**src/rtl/instruction_prefetch_buffer.sv**
```systemverilog
// ---------------------------------------------------------------------------
// instruction_prefetch_buffer
//
// Fetch-side prefetch queue for the pipelined RISC-V core. It issues
// sequential instruction-memory requests over a grant/response handshake,
// buffers returned instructions together with their PCs, and presents the
// head entry to the fetch stage. An execute-stage redirect flushes the queue,
// restarts fetching at the new target and discards all responses still owed
// to the old stream.
//
// Optional feature macro: PREFETCH_BYPASS_EN
//   When defined, a kept response arriving while the queue is empty is shown
//   on instrValid/instrF/PCF in the same cycle (combinational path from
//   imemRvalid/imemRdata). When undefined, all outputs come from registers.
//
// Ports
//   clk, rst          clock, asynchronous active-high reset
//   redirect          taken branch/jump from execute
//   redirectPC        new fetch target (bits [1:0] ignored)
//   take              fetch stage consumes the head entry this cycle
//   instrValid        head entry valid
//   instrF            head instruction, NOP (32'h13) when not valid
//   PCF               PC of head entry, next expected PC when empty
//   PCPlus4F          PCF + 4
//   imemReq/imemAddr  request valid / word-aligned request address
//   imemGnt           request accepted this cycle
//   imemRvalid/Rdata  in-order response valid / instruction
// ---------------------------------------------------------------------------
module instruction_prefetch_buffer #(
    parameter int          DEPTH           = 4,
    parameter int          MAX_OUTSTANDING = 2,
    parameter logic [31:0] RESET_PC        = 32'h0000_0000
) (
    input  logic        clk,
    input  logic        rst,
    input  logic        redirect,
    input  logic [31:0] redirectPC,
    input  logic        take,
    output logic        instrValid,
    output logic [31:0] instrF,
    output logic [31:0] PCF,
    output logic [31:0] PCPlus4F,
    output logic        imemReq,
    output logic [31:0] imemAddr,
    input  logic        imemGnt,
    input  logic        imemRvalid,
    input  logic [31:0] imemRdata
);

    localparam int               PTR_W     = $clog2(DEPTH);
    localparam int               CNT_W     = $clog2(DEPTH + 1);
    localparam int               OUT_W     = $clog2(MAX_OUTSTANDING + 1);
    localparam logic [CNT_W:0]   DEPTH_C   = (CNT_W + 1)'(DEPTH);
    localparam logic [OUT_W-1:0] MAX_OUT_C = OUT_W'(MAX_OUTSTANDING);
    localparam logic [31:0]      NOP_INSTR = 32'h0000_0013;

    // Control state
    logic [31:0]      r_fetch_pc;
    logic [31:0]      r_resp_pc;
    logic [CNT_W-1:0] r_count;
    logic [PTR_W-1:0] r_rd_ptr;
    logic [PTR_W-1:0] r_wr_ptr;
    logic [OUT_W-1:0] r_inflight;
    logic [OUT_W-1:0] r_drop_cnt;

    // Queue storage (data only, never reset)
    logic [31:0]      r_instr_mem [DEPTH];
    logic [31:0]      r_pc_mem    [DEPTH];

    logic             w_fifo_empty;
    logic             w_keep_rsp;
    logic [CNT_W:0]   w_occupancy;
    logic             w_req;
    logic             w_grant;
    logic             w_bypass;
    logic             w_head_valid;
    logic             w_pop;
    logic             w_fifo_pop;
    logic             w_push;
    logic [31:0]      w_redirect_pc;

    assign w_redirect_pc = redirectPC & 32'hFFFF_FFFC;
    assign w_fifo_empty  = (r_count == '0);
    assign w_keep_rsp    = imemRvalid && (r_drop_cnt == '0);

    // Every accepted request reserves a queue slot, so the queue can never
    // overflow regardless of how responses bunch up.
    assign w_occupancy   = {1'b0, r_count} + (CNT_W + 1)'(r_inflight);
    assign w_req         = !rst && !redirect && (r_inflight < MAX_OUT_C)
                           && (w_occupancy < DEPTH_C);
    assign w_grant       = w_req && imemGnt;

`ifdef PREFETCH_BYPASS_EN
    assign w_bypass      = w_fifo_empty && w_keep_rsp;
`else
    assign w_bypass      = 1'b0;
`endif

    assign w_head_valid  = !w_fifo_empty || w_bypass;
    assign w_pop         = take && w_head_valid && !redirect;
    assign w_fifo_pop    = w_pop && !w_fifo_empty;
    // A bypassed response that is consumed immediately never enters the queue.
    assign w_push        = w_keep_rsp && !redirect && !(w_bypass && w_pop);

    assign instrValid    = w_head_valid;
    assign instrF        = w_bypass     ? imemRdata :
                           w_fifo_empty ? NOP_INSTR : r_instr_mem[r_rd_ptr];
    // When empty, respPC is the PC of the next instruction to arrive; it also
    // tags a bypassed response.
    assign PCF           = w_fifo_empty ? r_resp_pc : r_pc_mem[r_rd_ptr];
    assign PCPlus4F      = PCF + 32'd4;
    assign imemReq       = w_req;
    assign imemAddr      = r_fetch_pc;

    always_ff @(posedge clk or posedge rst) begin
        if (rst) begin
            r_fetch_pc <= RESET_PC;
            r_resp_pc  <= RESET_PC;
            r_count    <= '0;
            r_rd_ptr   <= '0;
            r_wr_ptr   <= '0;
            r_inflight <= '0;
            r_drop_cnt <= '0;
        end else if (redirect) begin
            r_fetch_pc <= w_redirect_pc;
            r_resp_pc  <= w_redirect_pc;
            r_count    <= '0;
            r_rd_ptr   <= '0;
            r_wr_ptr   <= '0;
            // No request is issued during a redirect, and every request still
            // outstanding afterwards belongs to a stale stream (earlier drops
            // are already part of r_inflight), so all of them get discarded.
            r_inflight <= r_inflight - OUT_W'(imemRvalid);
            r_drop_cnt <= r_inflight - OUT_W'(imemRvalid);
        end else begin
            if (w_grant) begin
                r_fetch_pc <= r_fetch_pc + 32'd4;
            end
            r_inflight <= r_inflight + OUT_W'(w_grant) - OUT_W'(imemRvalid);
            if (imemRvalid && (r_drop_cnt != '0)) begin
                r_drop_cnt <= r_drop_cnt - OUT_W'(1);
            end
            if (w_keep_rsp) begin
                r_resp_pc <= r_resp_pc + 32'd4;
            end
            if (w_push) begin
                r_wr_ptr <= r_wr_ptr + PTR_W'(1);
            end
            if (w_fifo_pop) begin
                r_rd_ptr <= r_rd_ptr + PTR_W'(1);
            end
            case ({w_push, w_fifo_pop})
                2'b10:   r_count <= r_count + CNT_W'(1);
                2'b01:   r_count <= r_count - CNT_W'(1);
                default: r_count <= r_count;
            endcase
        end
    end

    always_ff @(posedge clk) begin
        if (w_push) begin
            r_instr_mem[r_wr_ptr] <= imemRdata;
            r_pc_mem[r_wr_ptr]    <= r_resp_pc;
        end
    end

endmodule

```
**config.mk**
```make
export PLATFORM = sky130hd
export DESIGN_NAME = instruction_prefetch_buffer
export DESIGN_NICKNAME = d
export VERILOG_FILES = /design/src/rtl/instruction_prefetch_buffer.sv
export SDC_FILE = /design/constraint.sdc
export NUM_CORES = 1
export LEC_CHECK = 0
export ABC_AREA = 1
export BUFFER_PORTS_ARGS = -buffer_cell sky130_fd_sc_hd__buf_4
export CORE_AREA = 8 8 155 215
export CTS_BUF_LIST = sky130_fd_sc_hd__clkbuf_4
export DETAILED_ROUTE_END_ITERATION = 16
export DIE_AREA = 0 0 163 223
export PLACE_DENSITY = 0.75
export SYNTH_ARGS = -nofsm -noshare
export SYNTH_HDL_FRONTEND = slang
export SYNTH_SLANG_ARGS = --single-unit
```
**constraint.sdc**
```tcl
create_clock -name clk -period 4.8 [get_ports clk]
set_input_delay 0.48 -clock clk [delete_from_list [all_inputs] [get_ports clk]]
set_output_delay 0.48 -clock clk [all_outputs]
set_load 0.02 [all_outputs]
```
==> results.sh, run 1 <==
export IMPL_nets=2164
export IMPL_synth_compound_area_frac=0.0694
export IMPL_finalCritPeriodShare=0.921
export IMPL_antenna_found_initial=1
export IMPL_hp_class="input port to flip-flop"
export IMPL_grt_overflow=0
export IMPL_synthMuxAreaShare=0
export IMPL_synth_seq_area_share=0.569
export IMPL_slew_headroom=0.372
export IMPL_routed_wl_um=44900
export IMPL_yosys_warnings=0
export IMPL_worstPathArrival_ns=3.94
export IMPL_critPathSlowestCell="dfrtp_4"
export IMPL_finalHoldViolCount=0
export IMPL_ant_nets=0
export IMPL_ys_top_cells_by_area="edfxtp_1, nand2_1, dfrtp_1"
export IMPL_yosys_cell_types_count=46
export IMPL_grt_total_usage=0.245
export IMPL_hpwl_um=29800
export IMPL_synth_simple_area_share=0.246
export IMPL_drc_errors=0
export IMPL_cp_start_kind="flip-flop"
export IMPL_p_leak_nw=8.41
export IMPL_synth_top_cell_area_share=0.460
export IMPL_grt_max_degree=72
export IMPL_cts_inserted_buffers=76
export IMPL_clkTransAtPathRegs_ns=0.08
export IMPL_avgViaCountPerCell=5.40
export IMPL_synthAdderAreaFrac=0.0105
export IMPL_synth_avg_cell_area_um2=8.94
export IMPL_syn_area_um2=16200
export IMPL_yosys_most_used_dff="edfxtp_1"
export IMPL_drive_gt1_frac=0.183
export IMPL_async_flop_share=0.223
export IMPL_place_inst=2342
export IMPL_fin_cells=2535
export IMPL_io_buffer_count=191
export IMPL_place_ws_ns=1.10
export IMPL_io_pins=200
export IMPL_final_setup_worst_slack_ns=0.380
export IMPL_core_area_um2=30200
export IMPL_grt_pass1_vias=13900
export IMPL_post_cts_setup_buffers=0
export IMPL_fp_dieH_um=223
export IMPL_power_density_nw_per_um2=568
export IMPL_fillers=2452
export IMPL_synth_seq_cells=319
export IMPL_gp_congestion=0.965
export IMPL_rsz0062_at_grt="no"
export IMPL_insertion_delay_ns=0.70
export IMPL_timing_setup_tns_ns=0
export IMPL_status="finished clean"
export IMPL_placed_area_um2=18000
export IMPL_crit_path_frequent_cell="nand2_1"
export IMPL_max_freq_ghz=0.226
export IMPL_grt_pass1_wl_um=70700
export IMPL_cts_sinks=319
export IMPL_critPathKind="flip-flop to output pin"
export IMPL_vdd_drop_max_uv=408
export IMPL_vias=13700
export IMPL_drv_slew=0
export IMPL_cap_violations=0
export IMPL_synth_edf_count=248
export IMPL_cts_buffer_depth=3
export IMPL_finish_instance_area_um2=19500
export IMPL_synth_top_family_by_area="simple AND/OR/NAND/NOR gates"
export IMPL_start_util=0.536
export IMPL_cp_max_fo=67
export IMPL_clock_skew_ns=0.0393
export IMPL_fp_dieW_um=163
export IMPL_synth_top_area_cell="edfxtp_1"
export IMPL_cts_tree="built"
export IMPL_setup_viol=0
export IMPL_cp_end_kind="output pin"
export IMPL_syn_inst=1812
export IMPL_max_stage_delay_ns=0.95
export IMPL_crit_chain="inv_2 > buf_4 > nand2_1 > nand3_1 > nand2_1 > nand2_1 > nand2_1 > nand2_1 > inv_1 > nand2_1 > nor2_2 > nand2_1 > xor2_1 > buf_4"
export IMPL_post_route_util=0.643
export IMPL_synthMostInstantiatedCell="nand2_1"
export IMPL_core_rowCount=76
export IMPL_areaGrowthSynthToFinish_pct=20.1
export IMPL_firstDrtPassIters=5
export IMPL_hold_slack_ns=0.0645
export IMPL_power_mw=11.0
export IMPL_cts_root_buf="clkbuf_4"
export IMPL_period_minus_slack_ns=4.42
export IMPL_synthXorXnorAreaFrac=0.0270
export IMPL_dieArea_um2=36300
export IMPL_dr_first_iter_drc_count=1124
export IMPL_worst_pin_slew_ns=0.942
export IMPL_yosys_top_cells_count="nand2_1, edfxtp_1, nor2_1"
export IMPL_post_drt_wl_per_cell_um=17.7
export IMPL_crit_required_ns=4.32
export IMPL_cts_max_level=3
## cells by family after synthesis
kind of cell               after synthesis
xor gates and xnor gates                50
adders and majority gates               13
buffers and inverters                  286
and+or+nand+nor                        947
DFF                                    319
other                                    1
AOI/OAI and AO/OA                      196
## registers in the layout (all words and copies together), names as in the netlist
name         flops
imemAddr        30
r_count          3
r_drop_cnt       2
r_inflight       2
r_instr_mem    128
r_pc_mem       120
r_rd_ptr         2
r_resp_pc       30
r_wr_ptr         2
## critical path: cells and delay by family (launching register included)
kind / cells / cell delay, ns
flops: 1 / 0.95
xor+xnor: 1 / 0.30
buf+inv: 4 / 1.04
simple gates: 9 / 0.95
## placed cells by master (no fill, tap or decap), types with 7 or more instances in the layout
| cell | instances |
|---|---|
| nor2_4 | 8 |
| dlygate4sd3_1 | 51 |
| clkinv_1 | 27 |
| nor2_2 | 18 |
| edfxtp_1 | 248 |
| nand2_1 | 487 |
| o211ai_1 | 28 |
| xor2_1 | 42 |
| buf_4 | 203 |
| dfrtp_1 | 69 |
| nor2_1 | 232 |
| nand3_1 | 127 |
| inv_1 | 200 |
| ha_1 | 12 |
| a21oi_1 | 46 |
| nand4_1 | 23 |
| clkbuf_4 | 104 |
| buf_12 | 7 |
| nor3_1 | 16 |
| inv_2 | 12 |
| xnor2_1 | 8 |
| nand2_2 | 24 |
| o21ai_0 | 93 |
## worst paths after layout
check	from	end	slack (ns)	cells past startpoint
max	r_rd_ptr[0]	PCPlus4F[17]	0.38	14
min	redirectPC[20]	imemAddr[20]	0.06	3
max reg2reg	r_drop_cnt[0]	r_instr_mem[2][10]	2.04	8
min reg2reg	r_drop_cnt[1]	r_drop_cnt[1]	0.56	2
max in group asynchronous	rst	r_rd_ptr[0]	3.99	3
min in group asynchronous	rst	imemAddr[6]	0.11	3
## per-layer routing
layer	part of all wire	GRT usage	vias up	routed length, µm
met5	0	0	-	0
met4	0.022	0.0917	0	984
met2	0.50	0.420	648	22500
li1	-	-	6528	-
met1	0.38	0.295	6448	17100
met3	0.098	0.0566	77	4380
## what timing repair did
action,4_1_cts,5_1_grt
gates resized for setup,0,0
hold buffers,51,0
hold endpoints to repair,154,0
## final cells by class
class | count | area [µm²] | area share
diodes | 1 | 2.50 | 0.000129
clock buffers | 104 | 781 | 0.0401
clock inverters | 37 | 201 | 0.0104
inverters | 211 | 797 | 0.0410
multi-input cells | 1212 | 5780 | 0.297
flip-flops and latches | 319 | 9230 | 0.474
well taps | 390 | 488 | 0.0251
repair buffers | 261 | 2170 | 0.112
## report_power, final
group	total [mW]	switching, mW	internal, mW
logic	5.29	3.60	1.70
registers	3.55	0.311	3.23
clock network	2.21	1.08	1.13
total	11.0	4.99	6.06
Note: power is estimated with default switching activity, not from simulation.
==> inputs of run 2 (changes only) <==
==> config.mk (replaced) <==
export PLATFORM = sky130hd
export DESIGN_NAME = instruction_prefetch_buffer
export DESIGN_NICKNAME = d
export VERILOG_FILES = /design/src/rtl/instruction_prefetch_buffer.sv
export SDC_FILE = /design/constraint.sdc
export NUM_CORES = 1
export LEC_CHECK = 0
export BUFFER_PORTS_ARGS = -buffer_cell sky130_fd_sc_hd__buf_4
export CORE_AREA = 8 8 146 203
export DETAILED_ROUTE_END_ITERATION = 16
export DIE_AREA = 0 0 154 211
export PLACE_DENSITY = 0.76
export SYNTH_ARGS = -nofsm -noshare
export SYNTH_HDL_FRONTEND = slang
export SYNTH_SLANG_ARGS = --single-unit
==> results.sh, run 2 <==
export IMPL_yosys_most_used_dff="edfxtp_1"
export IMPL_synthAdderAreaFrac=0.0118
export IMPL_setup_viol=0
export IMPL_synth_seq_cells=319
export IMPL_vias=9117
export IMPL_io_pins=200
export IMPL_max_freq_ghz=0.226
export IMPL_synth_compound_area_frac=0.0390
export IMPL_synthMostInstantiatedCell="edfxtp_1"
export IMPL_hpwl_um=22800
export IMPL_cts_max_level=1
export IMPL_firstDrtPassIters=5
export IMPL_regMostFlops="r_instr_mem"
export IMPL_period_minus_slack_ns=4.43
export IMPL_cts_inserted_buffers=29
export IMPL_core_rowCount=71
export IMPL_grt_overflow=0
export IMPL_insertion_delay_ns=0.54
export IMPL_cts_sinks=319
export IMPL_drive_gt1_frac=0.272
export IMPL_status="finished clean"
export IMPL_cap_violations=0
export IMPL_io_buffer_count=191
export IMPL_critPathKind="flip-flop to output pin"
export IMPL_cts_buffer_depth=3
export IMPL_synth_edf_count=248
export IMPL_synth_avg_cell_area_um2=14.3
export IMPL_core_area_um2=26600
export IMPL_fp_dieH_um=211
export IMPL_synthMuxAreaShare=0.116
export IMPL_rsz0062_at_grt="no"
export IMPL_clock_skew_ns=0.00979
export IMPL_fp_dieW_um=154
export IMPL_max_stage_delay_ns=0.66
export IMPL_place_inst=1501
export IMPL_syn_inst=1012
export IMPL_grt_pass1_vias=9591
export IMPL_power_density_nw_per_um2=566
export IMPL_critical_path_buf_inv_count=4
export IMPL_ys_top_cells_by_area="edfxtp_1, dfrtp_1, mux4_2"
export IMPL_timing_setup_tns_ns=0
export IMPL_crit_required_ns=4.32
export IMPL_final_common_cell="edfxtp_1"
export IMPL_worst_pin_slew_ns=1.03
export IMPL_vdd_drop_max_uv=358
export IMPL_areaGrowthSynthToFinish_pct=18.8
export IMPL_synth_top_area_cell="edfxtp_1"
export IMPL_yosys_cell_types_count=59
export IMPL_largest_reg_flops=128
export IMPL_cp_end_kind="output pin"
export IMPL_synthXorXnorAreaFrac=0.0443
export IMPL_synth_simple_area_share=0.122
export IMPL_async_flop_share=0.223
export IMPL_gp_congestion=0.919
export IMPL_hp_class="input port to flip-flop"
export IMPL_cp_top_family="simple AND/OR/NAND/NOR gates"
export IMPL_drv_slew=0
export IMPL_cts_tree="built"
export IMPL_synth_seq_area_share=0.639
export IMPL_drc_errors=0
export IMPL_clkTransAtPathRegs_ns=0.06
export IMPL_synth_top_cell_area_share=0.516
export IMPL_fin_cells=1555
export IMPL_rr_startpoint="r_count[1]"
export IMPL_insertedDiodeCount=0
export IMPL_synth_top_family_by_area="simple AND/OR/NAND/NOR gates"
export IMPL_startpoint="r_rd_ptr[0]"
export IMPL_dr_first_iter_drc_count=702
export IMPL_grt_max_degree=63
export IMPL_p_leak_nw=6.31
export IMPL_routed_wl_um=33300
export IMPL_post_drt_wl_per_cell_um=21.4
export IMPL_critPathSlowestCell="dfrtp_4"
export IMPL_largest_registers="r_instr_mem: 128 flops, r_pc_mem: 120 flops"
export IMPL_yosys_top_cells_count="edfxtp_1, nand2_1, dfrtp_1"
export IMPL_finalCritPeriodShare=0.923
export IMPL_cp_max_fo=25
export IMPL_grt_total_usage=0.203
export IMPL_layout_common_cells="edfxtp_1, buf_4, nand2_1"
export IMPL_finalHoldViolCount=0
export IMPL_nets=1288
export IMPL_avgViaCountPerCell=5.86
export IMPL_dieArea_um2=32500
export IMPL_cts_root_buf="clkbuf_16"
export IMPL_crit_chain="mux4_1 > mux2i_1 > inv_1 > ha_1 > inv_1 > a221oi_1 > buf_4 > nor3b_2 > nand2_1 > xnor2_1 > buf_4"
export IMPL_antenna_found_initial=0
export IMPL_ant_nets=0
export IMPL_yosys_warnings=0
export IMPL_worstPathArrival_ns=3.95
export IMPL_grt_pass1_wl_um=52400
export IMPL_slew_headroom=0.307
export IMPL_hold_start="imemRdata[11]"
export IMPL_start_util=0.544
export IMPL_syn_area_um2=14400
export IMPL_cp_start_kind="flip-flop"
export IMPL_cts_resized=0
run 2: cell count changes after synthesis, moves of 39 or more:
cell / change
mux4_2: +45
o21ai_0: -51
nand3_1: -86
inv_1: -180
xnor2_1: +39
nand2_1: -339
nor2_1: -197
run 2: cells by family (layout without fill, tap and decap cells):
logic type	Yosys count	after routing
AO/OA/AOI/OAI	92	92
adder cells (fa/ha/maj)	13	13
flip-flops	319	319
multiplexers	82	82
other	1	6
XOR/XNOR	73	73
AND/OR/NAND/NOR	356	356
buffers and inverters	76	286
run 2: area by class of cell:
class	count	area, µm²
clock buffers	40	818
clock inverters	13	169
fillers	1972	9410
inverters	22	82.6
multi-input cells	622	4840
flip-flops and latches	319	9230
well taps	328	410
repair buffers	211	1600
run 2: power breakdown:
group | switching, mW | internal, mW
clock network | 0.993 | 1.37
registers | 0.226 | 3.15
logic | 2.33 | 1.64
total | 3.55 | 6.16
run 2: metal layers:
metal,global-route usage,up-vias,part of all wire
li1,-,4194,-
met3,0.0373,69,0.075
met5,0,-,0
met4,0.0637,0,0.028
met2,0.355,408,0.51
met1,0.252,4446,0.39
run 2: stage by stage:
stage,util,worst slack (ns),power (mW),hold WS [ns],area [µm²]
after global routing,0.646,0.132,10.2,0.131,17200
after detailed placement,0.608,1.01,7.45,0.521,16200
after global placement,0.608,1.02,7.39,0.523,16200
final,0.646,0.370,9.71,0.140,17200
after floorplan,-,0.678,5.91,0.474,14500
after CTS,0.646,0.408,9.81,0.125,17200
run 2: timing repair:
action                    CTS  global route
hold endpoints to repair   21             0
setup buffers               0             0
hold buffers                1             0
run 2: final timing paths:
path / endpoint / slack [ns] / cells after the start
setup / recovery: PCPlus4F[18] / 0.37 / 11
hold / removal: r_instr_mem[3][11] / 0.14 / 1
setup reg to reg: imemAddr[25] / 1.82 / 10
hold reg to reg: imemAddr[29] / 0.54 / 1
max in group asynchronous: r_resp_pc[23] / 3.26 / 4
min in group asynchronous: r_count[0] / 0.53 / 3
run 2: worst register-to-register path, delay by kind of cell, from the launching register on:
kind / cells / cell delay, ns
flops: 1 / 0.46
simple gates: 5 / 1.45
buf+inv: 3 / 0.62
compound gates: 1 / 0.09
fa+ha+maj: 1 / 0.24
==> inputs of run 3 (changes only) <==
--- a/config.mk
+++ b/config.mk
@@ -6,9 +6,10 @@
 export NUM_CORES = 1
 export LEC_CHECK = 0
 export BUFFER_PORTS_ARGS = -buffer_cell sky130_fd_sc_hd__buf_4
-export CORE_AREA = 8 8 146 203
+export CAP_MARGIN = 15
+export CORE_AREA = 2 2 140 197
 export DETAILED_ROUTE_END_ITERATION = 16
-export DIE_AREA = 0 0 154 211
+export DIE_AREA = 0 0 142 199
 export PLACE_DENSITY = 0.76
 export SYNTH_ARGS = -nofsm -noshare
 export SYNTH_HDL_FRONTEND = slang
==> results.sh, run 3 (synthesis gave the netlist of run 2 again) <==
export IMPL_post_drt_wl_per_cell_um=20.6
export IMPL_drc_errors=0
export IMPL_place_inst=1501
export IMPL_slew_headroom=0.361
export IMPL_fin_cells=1558
export IMPL_crit_required_ns=4.32
export IMPL_setup_viol=0
export IMPL_ant_nets=0
export IMPL_core_rowCount=71
export IMPL_largest_registers="r_instr_mem: 128 flops, r_pc_mem: 120 flops"
export IMPL_cts_resized=0
export IMPL_avgViaCountPerCell=5.83
export IMPL_power_mw=9.66
export IMPL_grt_pass1_vias=9220
export IMPL_antenna_found_initial=0
export IMPL_cts_sinks=319
export IMPL_timing_setup_tns_ns=0
export IMPL_switching_share=0.365
export IMPL_cp_start_kind="flip-flop"
export IMPL_p_leak_nw=6.33
export IMPL_grt_max_degree=63
export IMPL_vias=9087
export IMPL_cp_end_kind="output pin"
export IMPL_vdd_drop_max_uv=312
export IMPL_drive_gt1_frac=0.275
export IMPL_cap_violations=0
export IMPL_cts_root_buf="clkbuf_16"
export IMPL_hpwl_um=21700
export IMPL_cts_inserted_buffers=30
export IMPL_critPathKind="flip-flop to output pin"
export IMPL_status="finished clean"
export IMPL_cp_max_fo=44
export IMPL_io_pins=200
export IMPL_fp_dieW_um=142
export IMPL_grt_total_usage=0.228
export IMPL_seqPwrFrac=0.346
export IMPL_intPower_mw=6.13
export IMPL_dieArea_um2=28300
export IMPL_rsz0062_at_grt="no"
export IMPL_layout_common_cells="edfxtp_1, buf_4, nand2_1"
export IMPL_insertedDiodeCount=0
export IMPL_clock_skew_ns=0.0129
export IMPL_max_freq_ghz=0.231
export IMPL_firstDrtPassIters=5
export IMPL_grt_overflow=0
export IMPL_clkTransAtPathRegs_ns=0.07
export IMPL_combPwrFrac=0.407
export IMPL_regMostFlops="r_instr_mem"
export IMPL_period_minus_slack_ns=4.33
export IMPL_routed_wl_um=32100
export IMPL_p_sw_mw=3.53
export IMPL_start_util=0.544
export IMPL_core_area_um2=26600
export IMPL_cts_buffer_depth=3
export IMPL_gp_congestion=0.954
export IMPL_drv_slew=0
export IMPL_io_buffer_count=191
export IMPL_largest_reg_flops=128
export IMPL_final_common_cell="edfxtp_1"
export IMPL_cts_tree="built"
export IMPL_finalHoldViolCount=0
export IMPL_power_density_nw_per_um2=563
export IMPL_areaGrowthSynthToFinish_pct=18.8
export IMPL_grt_pass1_wl_um=49800
export IMPL_fp_dieH_um=199
export IMPL_insertion_delay_ns=0.56
export IMPL_post_route_util=0.646
export IMPL_cts_max_level=1
export IMPL_nets=1290
export IMPL_finalCritPeriodShare=0.903
export IMPL_worstPathArrival_ns=3.85
export IMPL_hp_class="input port to flip-flop"
export IMPL_clockPowerShare=0.246
export IMPL_dr_first_iter_drc_count=608
export IMPL_fillers=1989
export IMPL_worst_pin_slew_ns=0.959
==> run 3: final cells by class <==
class                   instances  area (µm²)  share of cell area
flip-flops and latches        319        9230               0.538
multi-input cells             622        4840               0.282
repair buffers                212        1590              0.0927
clock buffers                  40         883              0.0515
well taps                     328         410              0.0239
clock inverters                15         123             0.00714
inverters                      22        82.6             0.00481
==> run 3: routing by layer <==
metal	wire length, µm	vias to the layer above	track usage	share of wire
met4	1070	0	0.0837	0.033
met3	1760	70	0.0313	0.055
met2	16500	314	0.397	0.51
met5	0	-	0	0
li1	-	4200	-	-
met1	12900	4503	0.292	0.40
==> run 3: metrics by stage <==
step                instance area, µm²  setup WS (ns)  hold slack, ns
global route                     17200          0.187           0.107
global placement                 16100           1.04           0.522
detailed placement               16100           1.02           0.524
floorplan                        14500          0.678           0.474
finish                           17200          0.468           0.119
CTS                              17200          0.413           0.104
==> run 3: power groups by stage <==
stage | Clock [mW] | Sequential, mW | Combinational (mW)
floorplan | 0 | 3.36 | 2.55
global placement | 0 | 3.39 | 3.93
detailed placement | 0 | 3.40 | 3.97
CTS | 2.43 | 3.34 | 3.98
global route | 2.53 | 3.37 | 4.22
finish | 2.38 | 3.35 | 3.94
==> run 3: timing repair <==
item,4_1_cts,5_1_grt
setup buffers,0,0
endpoints found under the hold margin,21,0
endpoints found under the setup margin,0,0
hold buffers,1,0
==> run 3: final timing paths <==
kind                       slack (ns)                 to           from  cells past startpoint
hold reg to reg                  0.54      r_inflight[1]  r_inflight[1]                      1
max in group asynchronous        3.23        r_rd_ptr[0]            rst                      4
setup / recovery                 0.47       PCPlus4F[18]     r_count[0]                      9
setup reg to reg                 1.81       imemAddr[25]     r_count[1]                     10
min in group asynchronous        0.51       r_resp_pc[2]            rst                      3
hold / removal                   0.12  r_instr_mem[0][7]   imemRdata[7]                      1
==> run 3: worst max-delay path, cell delays in order, from the launching register on <==
cell	delay, ns
dfrtp_1	0.46
nor3_4	0.26
buf_4	0.45
nand4_1	0.19
a221oi_1	0.56
buf_4	0.23
nor3b_2	0.51
nand2_1	0.17
xnor2_1	0.26
buf_4	0.19
